==> src/rtl/multicycle_controlunit.sv <==
// Multi-cycle RV32I control FSM: sequences fetch/decode/execute/memory/writeback
// and drives per-cycle datapath strobes, with optional mul/div handshake and memory timeout.
//
// state  | meaning
// FETCH  | request instruction, latch IR on imem_ready
// DECODE | legality check
// EXEC   | branch resolve / route to MEM, MUL or WB
// MEM    | data access until mem_ready or timeout
// WB     | register write, PC update, retire
// MUL    | wait for mul_done
// TRAP   | illegal instruction or memory timeout, left only by rst
module multicycle_controlunit #(
    parameter bit ENABLE_M        = 1'b1,
    parameter bit TRAP_ON_ILLEGAL = 1'b1,
    parameter int MEM_TIMEOUT     = 0
) (
    input  logic       clk,
    input  logic       rst,
    input  logic [6:0] opcode,
    input  logic [2:0] funct3,
    input  logic       funct7,
    input  logic       funct7b0,
    input  logic       eq,
    input  logic       lt,
    input  logic       ltu,
    input  logic       imem_ready,
    input  logic       mem_ready,
    input  logic       mul_done,
    output logic       imem_req,
    output logic       irwrite,
    output logic       pcwrite,
    output logic       pcsrc,
    output logic       jbmux,
    output logic       regwrite,
    output logic       alusrc,
    output logic       memread,
    output logic       memwrite,
    output logic       pcwritemux,
    output logic [1:0] resultsrc,
    output logic [3:0] aluctrl,
    output logic [2:0] immsrc,
    output logic [2:0] addrmode,
    output logic       mul_start,
    output logic       illegal,
    output logic       retire,
    output logic [2:0] state
);

    localparam logic [2:0] S_FETCH  = 3'd0;
    localparam logic [2:0] S_DECODE = 3'd1;
    localparam logic [2:0] S_EXEC   = 3'd2;
    localparam logic [2:0] S_MEM    = 3'd3;
    localparam logic [2:0] S_WB     = 3'd4;
    localparam logic [2:0] S_MUL    = 3'd5;
    localparam logic [2:0] S_TRAP   = 3'd6;

    localparam int TW = (MEM_TIMEOUT > 0) ? $clog2(MEM_TIMEOUT + 1) : 1;
    localparam logic [TW-1:0] TO_LOAD = TW'((MEM_TIMEOUT > 0) ? MEM_TIMEOUT - 1 : 0);

    logic [2:0]    state_q, state_d;
    logic [TW-1:0] to_cnt;
    logic          to_hit;
    logic          is_load, is_alui, is_store, is_r, is_br, is_jalr, is_jal;
    logic          is_mul, legal, taken;

    assign is_load  = (opcode == 7'h03);
    assign is_alui  = (opcode == 7'h13);
    assign is_store = (opcode == 7'h23);
    assign is_r     = (opcode == 7'h33);
    assign is_br    = (opcode == 7'h63);
    assign is_jalr  = (opcode == 7'h67);
    assign is_jal   = (opcode == 7'h6F);
    assign is_mul   = is_r && funct7b0 && ENABLE_M;
    assign legal    = (is_load || is_alui || is_store || is_r || is_br || is_jalr || is_jal)
                      && !(is_br && (funct3[2:1] == 2'b01))
                      && !(is_r && funct7b0 && !ENABLE_M);

    always_comb begin
        case (funct3)
            3'd0:    taken = eq;
            3'd1:    taken = !eq;
            3'd4:    taken = lt;
            3'd5:    taken = !lt;
            3'd6:    taken = ltu;
            3'd7:    taken = !ltu;
            default: taken = 1'b0;
        endcase
    end

    // Down-counter: reloaded on MEM entry, terminal count at zero with no mem_ready.
    assign to_hit = (MEM_TIMEOUT > 0) && (to_cnt == '0);

    always_comb begin
        state_d = state_q;
        case (state_q)
            S_FETCH:  if (imem_ready) state_d = S_DECODE;
            S_DECODE: begin
                if (!legal) state_d = TRAP_ON_ILLEGAL ? S_TRAP : S_FETCH;
                else        state_d = S_EXEC;
            end
            S_EXEC: begin
                if (is_br)                     state_d = S_FETCH;
                else if (is_load || is_store)  state_d = S_MEM;
                else if (is_mul)               state_d = S_MUL;
                else                           state_d = S_WB;
            end
            S_MEM: begin
                if (mem_ready)   state_d = is_load ? S_WB : S_FETCH;
                else if (to_hit) state_d = S_TRAP;
            end
            S_MUL:    if (mul_done) state_d = S_WB;
            S_WB:     state_d = S_FETCH;
            S_TRAP:   state_d = S_TRAP;
            default:  state_d = S_FETCH;
        endcase
    end

    always_ff @(posedge clk) begin
        if (rst) begin
            state_q <= S_FETCH;
            to_cnt  <= '0;
        end else begin
            state_q <= state_d;
            if (state_q == S_EXEC && state_d == S_MEM)
                to_cnt <= TO_LOAD;
            else if (state_q == S_MEM && !mem_ready && to_cnt != '0)
                to_cnt <= to_cnt - 1'b1;
        end
    end

    always_comb begin
        imem_req   = 1'b0;
        irwrite    = 1'b0;
        pcwrite    = 1'b0;
        pcsrc      = 1'b0;
        jbmux      = 1'b0;
        regwrite   = 1'b0;
        alusrc     = 1'b0;
        memread    = 1'b0;
        memwrite   = 1'b0;
        pcwritemux = 1'b0;
        resultsrc  = 2'd0;
        aluctrl    = 4'h0;
        immsrc     = 3'd0;
        addrmode   = 3'd0;
        mul_start  = 1'b0;
        illegal    = 1'b0;
        retire     = 1'b0;
        state      = 3'd0;
        if (!rst) begin
            state = state_q;
            // Static decode is only meaningful while an instruction is in flight.
            if (state_q inside {S_DECODE, S_EXEC, S_MEM, S_WB}) begin
                alusrc   = is_load || is_alui || is_store || is_jalr;
                addrmode = funct3;
                if (is_load || is_alui || is_jalr) immsrc = 3'd0;
                else if (is_store)                 immsrc = 3'd2;
                else if (is_br)                    immsrc = 3'd3;
                else if (is_r)                     immsrc = 3'd7;
                else                               immsrc = 3'd4;
                if (is_br)
                    aluctrl = 4'h8;
                else if (is_r)
                    aluctrl = (funct3 == 3'd0 || funct3 == 3'd5) ? {funct7, funct3} : {1'b0, funct3};
                else if (is_alui)
                    aluctrl = (funct3 == 3'd5) ? {funct7, 3'd5} : {1'b0, funct3};
            end
            case (state_q)
                S_FETCH: begin
                    imem_req = 1'b1;
                    irwrite  = imem_ready;
                end
                S_DECODE: begin
                    if (!legal && !TRAP_ON_ILLEGAL) begin
                        pcwrite = 1'b1;
                        retire  = 1'b1;
                    end
                end
                S_EXEC: begin
                    if (is_br) begin
                        pcwrite = 1'b1;
                        pcsrc   = taken;
                        retire  = 1'b1;
                    end
                    mul_start = is_mul;
                end
                S_MEM: begin
                    memread  = is_load;
                    memwrite = is_store;
                    if (mem_ready && is_store) begin
                        pcwrite = 1'b1;
                        retire  = 1'b1;
                    end
                end
                S_WB: begin
                    regwrite   = 1'b1;
                    pcwrite    = 1'b1;
                    retire     = 1'b1;
                    pcwritemux = is_jal || is_jalr;
                    pcsrc      = is_jal || is_jalr;
                    jbmux      = is_jalr;
                    resultsrc  = is_load ? 2'd1 : (is_mul ? 2'd2 : 2'd0);
                end
                S_TRAP:  illegal = 1'b1;
                default: ;
            endcase
        end
    end

endmodule
==> config.mk <==
export PLATFORM = sky130hd
export DESIGN_NAME = multicycle_controlunit
export DESIGN_NICKNAME = d
export VERILOG_FILES = /design/src/rtl/multicycle_controlunit.sv
export SDC_FILE = /design/constraint.sdc
export NUM_CORES = 1
export LEC_CHECK = 0
export ABC_CLOCK_PERIOD_IN_PS = 2300
export BUFFER_PORTS_ARGS = -buffer_cell sky130_fd_sc_hd__buf_2
export CAP_MARGIN = 20
export CELL_PAD_IN_SITES_DETAIL_PLACEMENT = 0
export CELL_PAD_IN_SITES_GLOBAL_PLACEMENT = 1
export CORE_MARGIN = 3
export CORE_UTILIZATION = 25
export CTS_CLUSTER_DIAMETER = 150
export DETAILED_ROUTE_END_ITERATION = 10
export GPL_TIMING_DRIVEN = 0
export PLACE_DENSITY = 0.76
export REMOVE_ABC_BUFFERS = 1
export SLEW_MARGIN = 20
export SYNTH_ARGS = -nofsm -noshare
export SYNTH_HDL_FRONTEND = slang
export SYNTH_SLANG_ARGS = --single-unit
==> constraint.sdc <==
create_clock -name clk -period 2.3 [get_ports clk]
set_clock_uncertainty 0.2 [all_clocks]
set_input_delay 0.46 -clock clk [delete_from_list [all_inputs] [get_ports clk]]
set_output_delay 0.46 -clock clk [all_outputs]
set_load 0.01 [all_outputs]
Word level (Yosys, flattened, before mapping)
Index checks and enable logic that the tools add are counted.
Storage, ports and cells
  bits in latches: 0
  word-level logic and storage cells: 103
  memory bits (read-only): 0
  memory bits (writable): 0
  register bits after elaboration: 3
  output and inout bits: 28
  memories: 0
Operators by class
  reduce and logical (&&, ||, !) cells: 23
  multiplexer cells: 57
  multiply operators: 0
  bitwise logic cells: 0
  div/mod/pow operators: 0
  shift operators: 0
  eq/ne operators: 22
  magnitude comparators: 0
  $add $sub $neg: 0
Operators by type and width (number)
  $mux W3: 15
  $mux W4: 7
  $mux W1: 26
  $eq A3 B3 Y1 const B: 7
  $eq A7 B7 Y1 const B: 3
  $pmux W3 S6: 1
  $eq A7 B6 Y1 const B: 2
  $logic_or A1 B1 Y1: 11
  $mux W2: 5
  $eq A7 B2 Y1 const B: 1
  $eq A7 B5 Y1 const B: 1
  $eq A3 B1 Y1 const B: 2
  $eq A3 B2 Y1 const B: 2
  $logic_not A3 Y1: 2
  $ne A2 B2 Y1 const B: 3
  $pmux W1 S6: 1
  $logic_and A1 B1 Y1: 4
  $logic_not A1 Y1: 4
  $reduce_bool A4 Y1: 1
  $pmux W1 S3: 1
  $reduce_and A3 Y1: 1
  $eq A2 B1 Y1 const B: 1
  $pmux W1 S2: 1

Longest topological paths before layout
  depth in word-level cells: 10
  depth in mapped cells: 7
  depth with buffers taken out: 4

Worst setup path after synthesis
No wires, ideal clock.
  kind: input -> output
  start: input port opcode[4]
  end: output port retire
  data arrival time: 1506 ps
  stages: 6
  slack: 134 ps
  required time: 1640 ps
  buffers on the path: 2
  cell sequence: clkbuf_1 > nand2b_1 > nor2_1 > a32oi_1 > nor2_1 > buf_4
On the way
  word-level cells in the longest chain between the ends: 5
Ends and longest elaborated chain
  start, declared: RTL line 19  | input logic [6:0] opcode,
  $eq A7 B6 Y1: RTL line 68  | assign is_store = (opcode == 7'h23);
  $logic_and A1 B1 Y1: RTL line 190  | if (mem_ready && is_store) begin
  $mux W1
  $pmux W1 S3 *
  $mux W1 *
  end, declared: RTL line 45  | output logic retire,
Mark *: on every way between the ends. The rest lies on a longest branch, timed or not.

Final worst setup path
  start: input port opcode[2]
  end: output port memread
On the way
  word-level cells in the longest chain between the ends: 3
Ends and longest elaborated chain
  $eq A7 B2 Y1: RTL line 66  | assign is_load = (opcode == 7'h03);
  $mux W1: RTL line 168  | case (state_q)
  $mux W1: RTL line 150  | if (!rst) begin
  end, declared: RTL line 36  | output logic memread,
No other way between the ends.

==> impl_metrics.py <==
metrics = {
    "cts": {
        "clkTransAtPathRegs_ns": 0.04,
        "ctsLongestPathBuffers": 2,
        "tritoncts_clock_tree": "yes",
        "h-tree-depth": 1,
        "tritoncts.num_buffers": 3,
        "ctsRootBufferMaster": "clkbuf_4",
        "insertion_delay_ns": 0.23,
        "holdBufCountCts": 0,
        "cts_sinks": 3,
    },
    "logic_synthesis": {
        "synth-edff-count": 0,
        "synthFlopType": "dfxtp_1",
        "synth_async_sr_flop_share_pct": 0,
        "synthCells": 110,
        "yosys.cell_count.top_type": "nor2_1",
        "synth.cells.most_frequent": "nor2_1, nor3_1, nand2_1",
        "portion_of_synthesized_cell_area_occupied_by_the_leading_cell_type_pct": 8.78,
        "synth_top_cell_by_area": "dfxtp_1",
        "synth.avg_cell_area_sq_um": 6.22,
        "seq_area_frac_synth_pct": 8.78,
        "netlist_top_cells_area": "dfxtp_1, nor2_1, nor3_1, and2_1, a21oi_1",
        "post_synth_instance_area_sq_um": 684,
        "yosys_register_bits": 3,
        "count_of_cell_types_in_the_netlist": 38,
        "ys_warn_count": 0,
    },
    "routing": {
        "routed-via-count": 959,
        "drt-wirelength-per-cell_microns": 13.7,
        "vias_per_instance": 5.27,
        "routed_wl_mm": 2.50,
        "dr.first_iter.drc_count": 24,
        "drt_pre_antenna_iters": 4,
        "antenna_violating_nets_post_route": 0,
        "remaining_drc_errors": 0,
    },
    "final_layout": {
        "largest_register": "state_q",
        "flow.area_growth_from_synthesis_pct": 44.4,
        "final_cells": 182,
        "finish.utilization_pct": 38.8,
        "largest_register_ff_count": 3,
        "diodes": 0,
        "finalNetCount": 173,
        "post-route-cell-area_sq_um": 988,
        "share_of_layout_cells_above_drive_strength_1_pct": 39.5,
        "layout_top_registers": "state_q (3)",
    },
    "placed_design": {
        "detailed_place_hpwl_mm": 1.77,
        "place_worst_setup_slack_ns": -0.186,
        "buffer_ports.inserted": 47,
        "placed_cell_area_sq_um": 915,
        "place_congestion": 0.878,
        "placed_cells_incl_taps": 177,
    },
    "sta": {
        "max_clock_freq_ghz": 0.438,
        "tightest_slew_ns": 0.362,
        "slew_headroom_pct": 75.2,
        "unrepaired_setup_endpoints_after_global_routing": "yes",
        "post-route-min-period_ns": 2.28,
        "post-route-period-util_pct": 99.3,
        "timing_max_transition_violations_final": 0,
        "setup_slack_ns": 0.0167,
        "hold_viol": 0,
        "timing.final.setup_violations": 0,
    },
    "power_and_ir_drop": {
        "power.clock.fraction_pct": 29.1,
        "switching_share_pct": 40.6,
        "report.power.total_uw": 325,
        "p_int_uw": 193,
        "power.combinational.fraction_pct": 47.0,
        "vdd_ir_drop_max_mv": 0.193,
        "p_leak_uw": 0.000486,
        "total_net_switching_power_uw": 132,
        "power-per-cell-area_nw_per_um2": 328,
        "pwr-share-seq_pct": 23.9,
    },
    "die": {
        "dieWidth_microns": 58.3,
        "ioPinCount": 48,
        "rows": 18,
        "fp.dieArea_sq_um": 3400,
        "coreArea_sq_um": 2540,
        "effective_utilization_at_floorplan_pct": 26.9,
        "die-height_microns": 58.3,
    },
    "worst_setup_path": {
        "timing.critical_path.from_type": "primary input",
        "r2r_cells": 4,
        "timing.critical_path.arrival_ns": 1.62,
        "critical_path_class": "primary input to primary output",
        "register_to_register_setup_slack_ns": 0.77,
        "critPathRequiredTime_ns": 1.64,
        "worst-path-max-fanout": 8,
        "end_kind": "primary output",
    },
    "hold_path": {
        "whs_path_depth": 4,
        "hold_path_class": "primary input to flip-flop",
    },
    "global_route": {
        "groute.usage.overall_pct": 13.9,
        "number_of_global_route_vias_before_repair": 825,
        "grt_max_degree": 21,
        "initial_antenna_violation_count": 0,
        "grt_remaining_overflow": 0,
        "grt_pass1_wl_mm": 3.89,
    },
    "job": {
        "max_cap_violations": 0,
    },
    "status": {
        "outcome": "complete, no violations",
    },
}
through the flow:
stage	hold slack, ns	TNS [ns]
after detailed placement	0.515	-1.12
after global placement	0.504	-0.737
after CTS	0.361	0
after floorplan	0.329	0
after global routing	0.389	-0.342
final	0.369	0
path summary, 6_finish.rpt:
path,from,to
setup / recovery,opcode[2],memread
hold / removal,mem_ready,state_q[1]$_SDFFE_PP0P_
setup reg to reg,state_q[0]$_SDFFE_PP0P_,state_q[2]$_SDFFE_PP0P_
hold reg to reg,state_q[2]$_SDFFE_PP0P_,state_q[1]$_SDFFE_PP0P_
power by group through the flow:
stage               registers [uW]  clock network [uW]  logic [uW]
global placement              79.4                   0         136
detailed placement            79.8                   0         138
CTS                           79.8                96.6         145
floorplan                     73.3                   0        79.6
global route                  79.0                 103         169
finish                        77.6                94.4         153
routing by layer:
layer / vias to the layer above / routed length (microns) / GRT usage (%)
met1: 436 / 1140 / 20.2
li1: 478 / - / -
met3: 4 / 204 / 2.19
met4: 0 / 29 / 3.64
met2: 41 / 1120 / 21.1
met5: - / 0 / 0
cell families after synthesis:
| group | after synthesis | synth area share [%] |
|---|---|---|
| DFF | 3 | 8.78 |
| muxes | 1 | 1.46 |
| AOI/OAI and AO/OA | 22 | 23.0 |
| xor gates and xnor gates | 3 | 3.84 |
| and+or+nand+nor | 67 | 54.5 |
| buffers and inverters | 14 | 8.41 |
critical path, stage by stage:
cell	delay (ns)
buf_2	0.11
nand4bb_4	0.28
or4_4	0.46
nor3_2	0.16
buf_2	0.15
cell usage in the layout (no fill, tap or decap), types with 2 or more instances in the layout:
cell type and n:
a21oi_1 6, and2_1 7, and3_1 4, buf_2 47
clkbuf_4 4, dfxtp_4 3, inv_1 4, nand2_1 8
nand2b_1 2, nand3_1 2, nand3b_1 3, nand4_1 2
nor2_1 15, nor2b_1 3, nor3_1 10, nor3b_1 2
o21ai_0 3, o21ai_1 2, o21bai_1 2, xnor2_1 2
cell type report:
cell class / instances / area [sq um]
clock buffer: 4 / 26.3
tap: 30 / 37.5
sequential: 3 / 71.3
timing repair buffer: 48 / 243
fill: 288 / 1560
inverter: 4 / 15.0
multi-input combinational: 93 / 596
what timing repair did:
action | in CTS | in global routing
gates resized for setup | 12 | 0
setup buffers | 0 | 1
endpoints found under the hold margin | 0 | 0
setup endpoints to repair | 18 | 9
pin swaps | 0 | 1
Power figures use the tool's default switching activity.
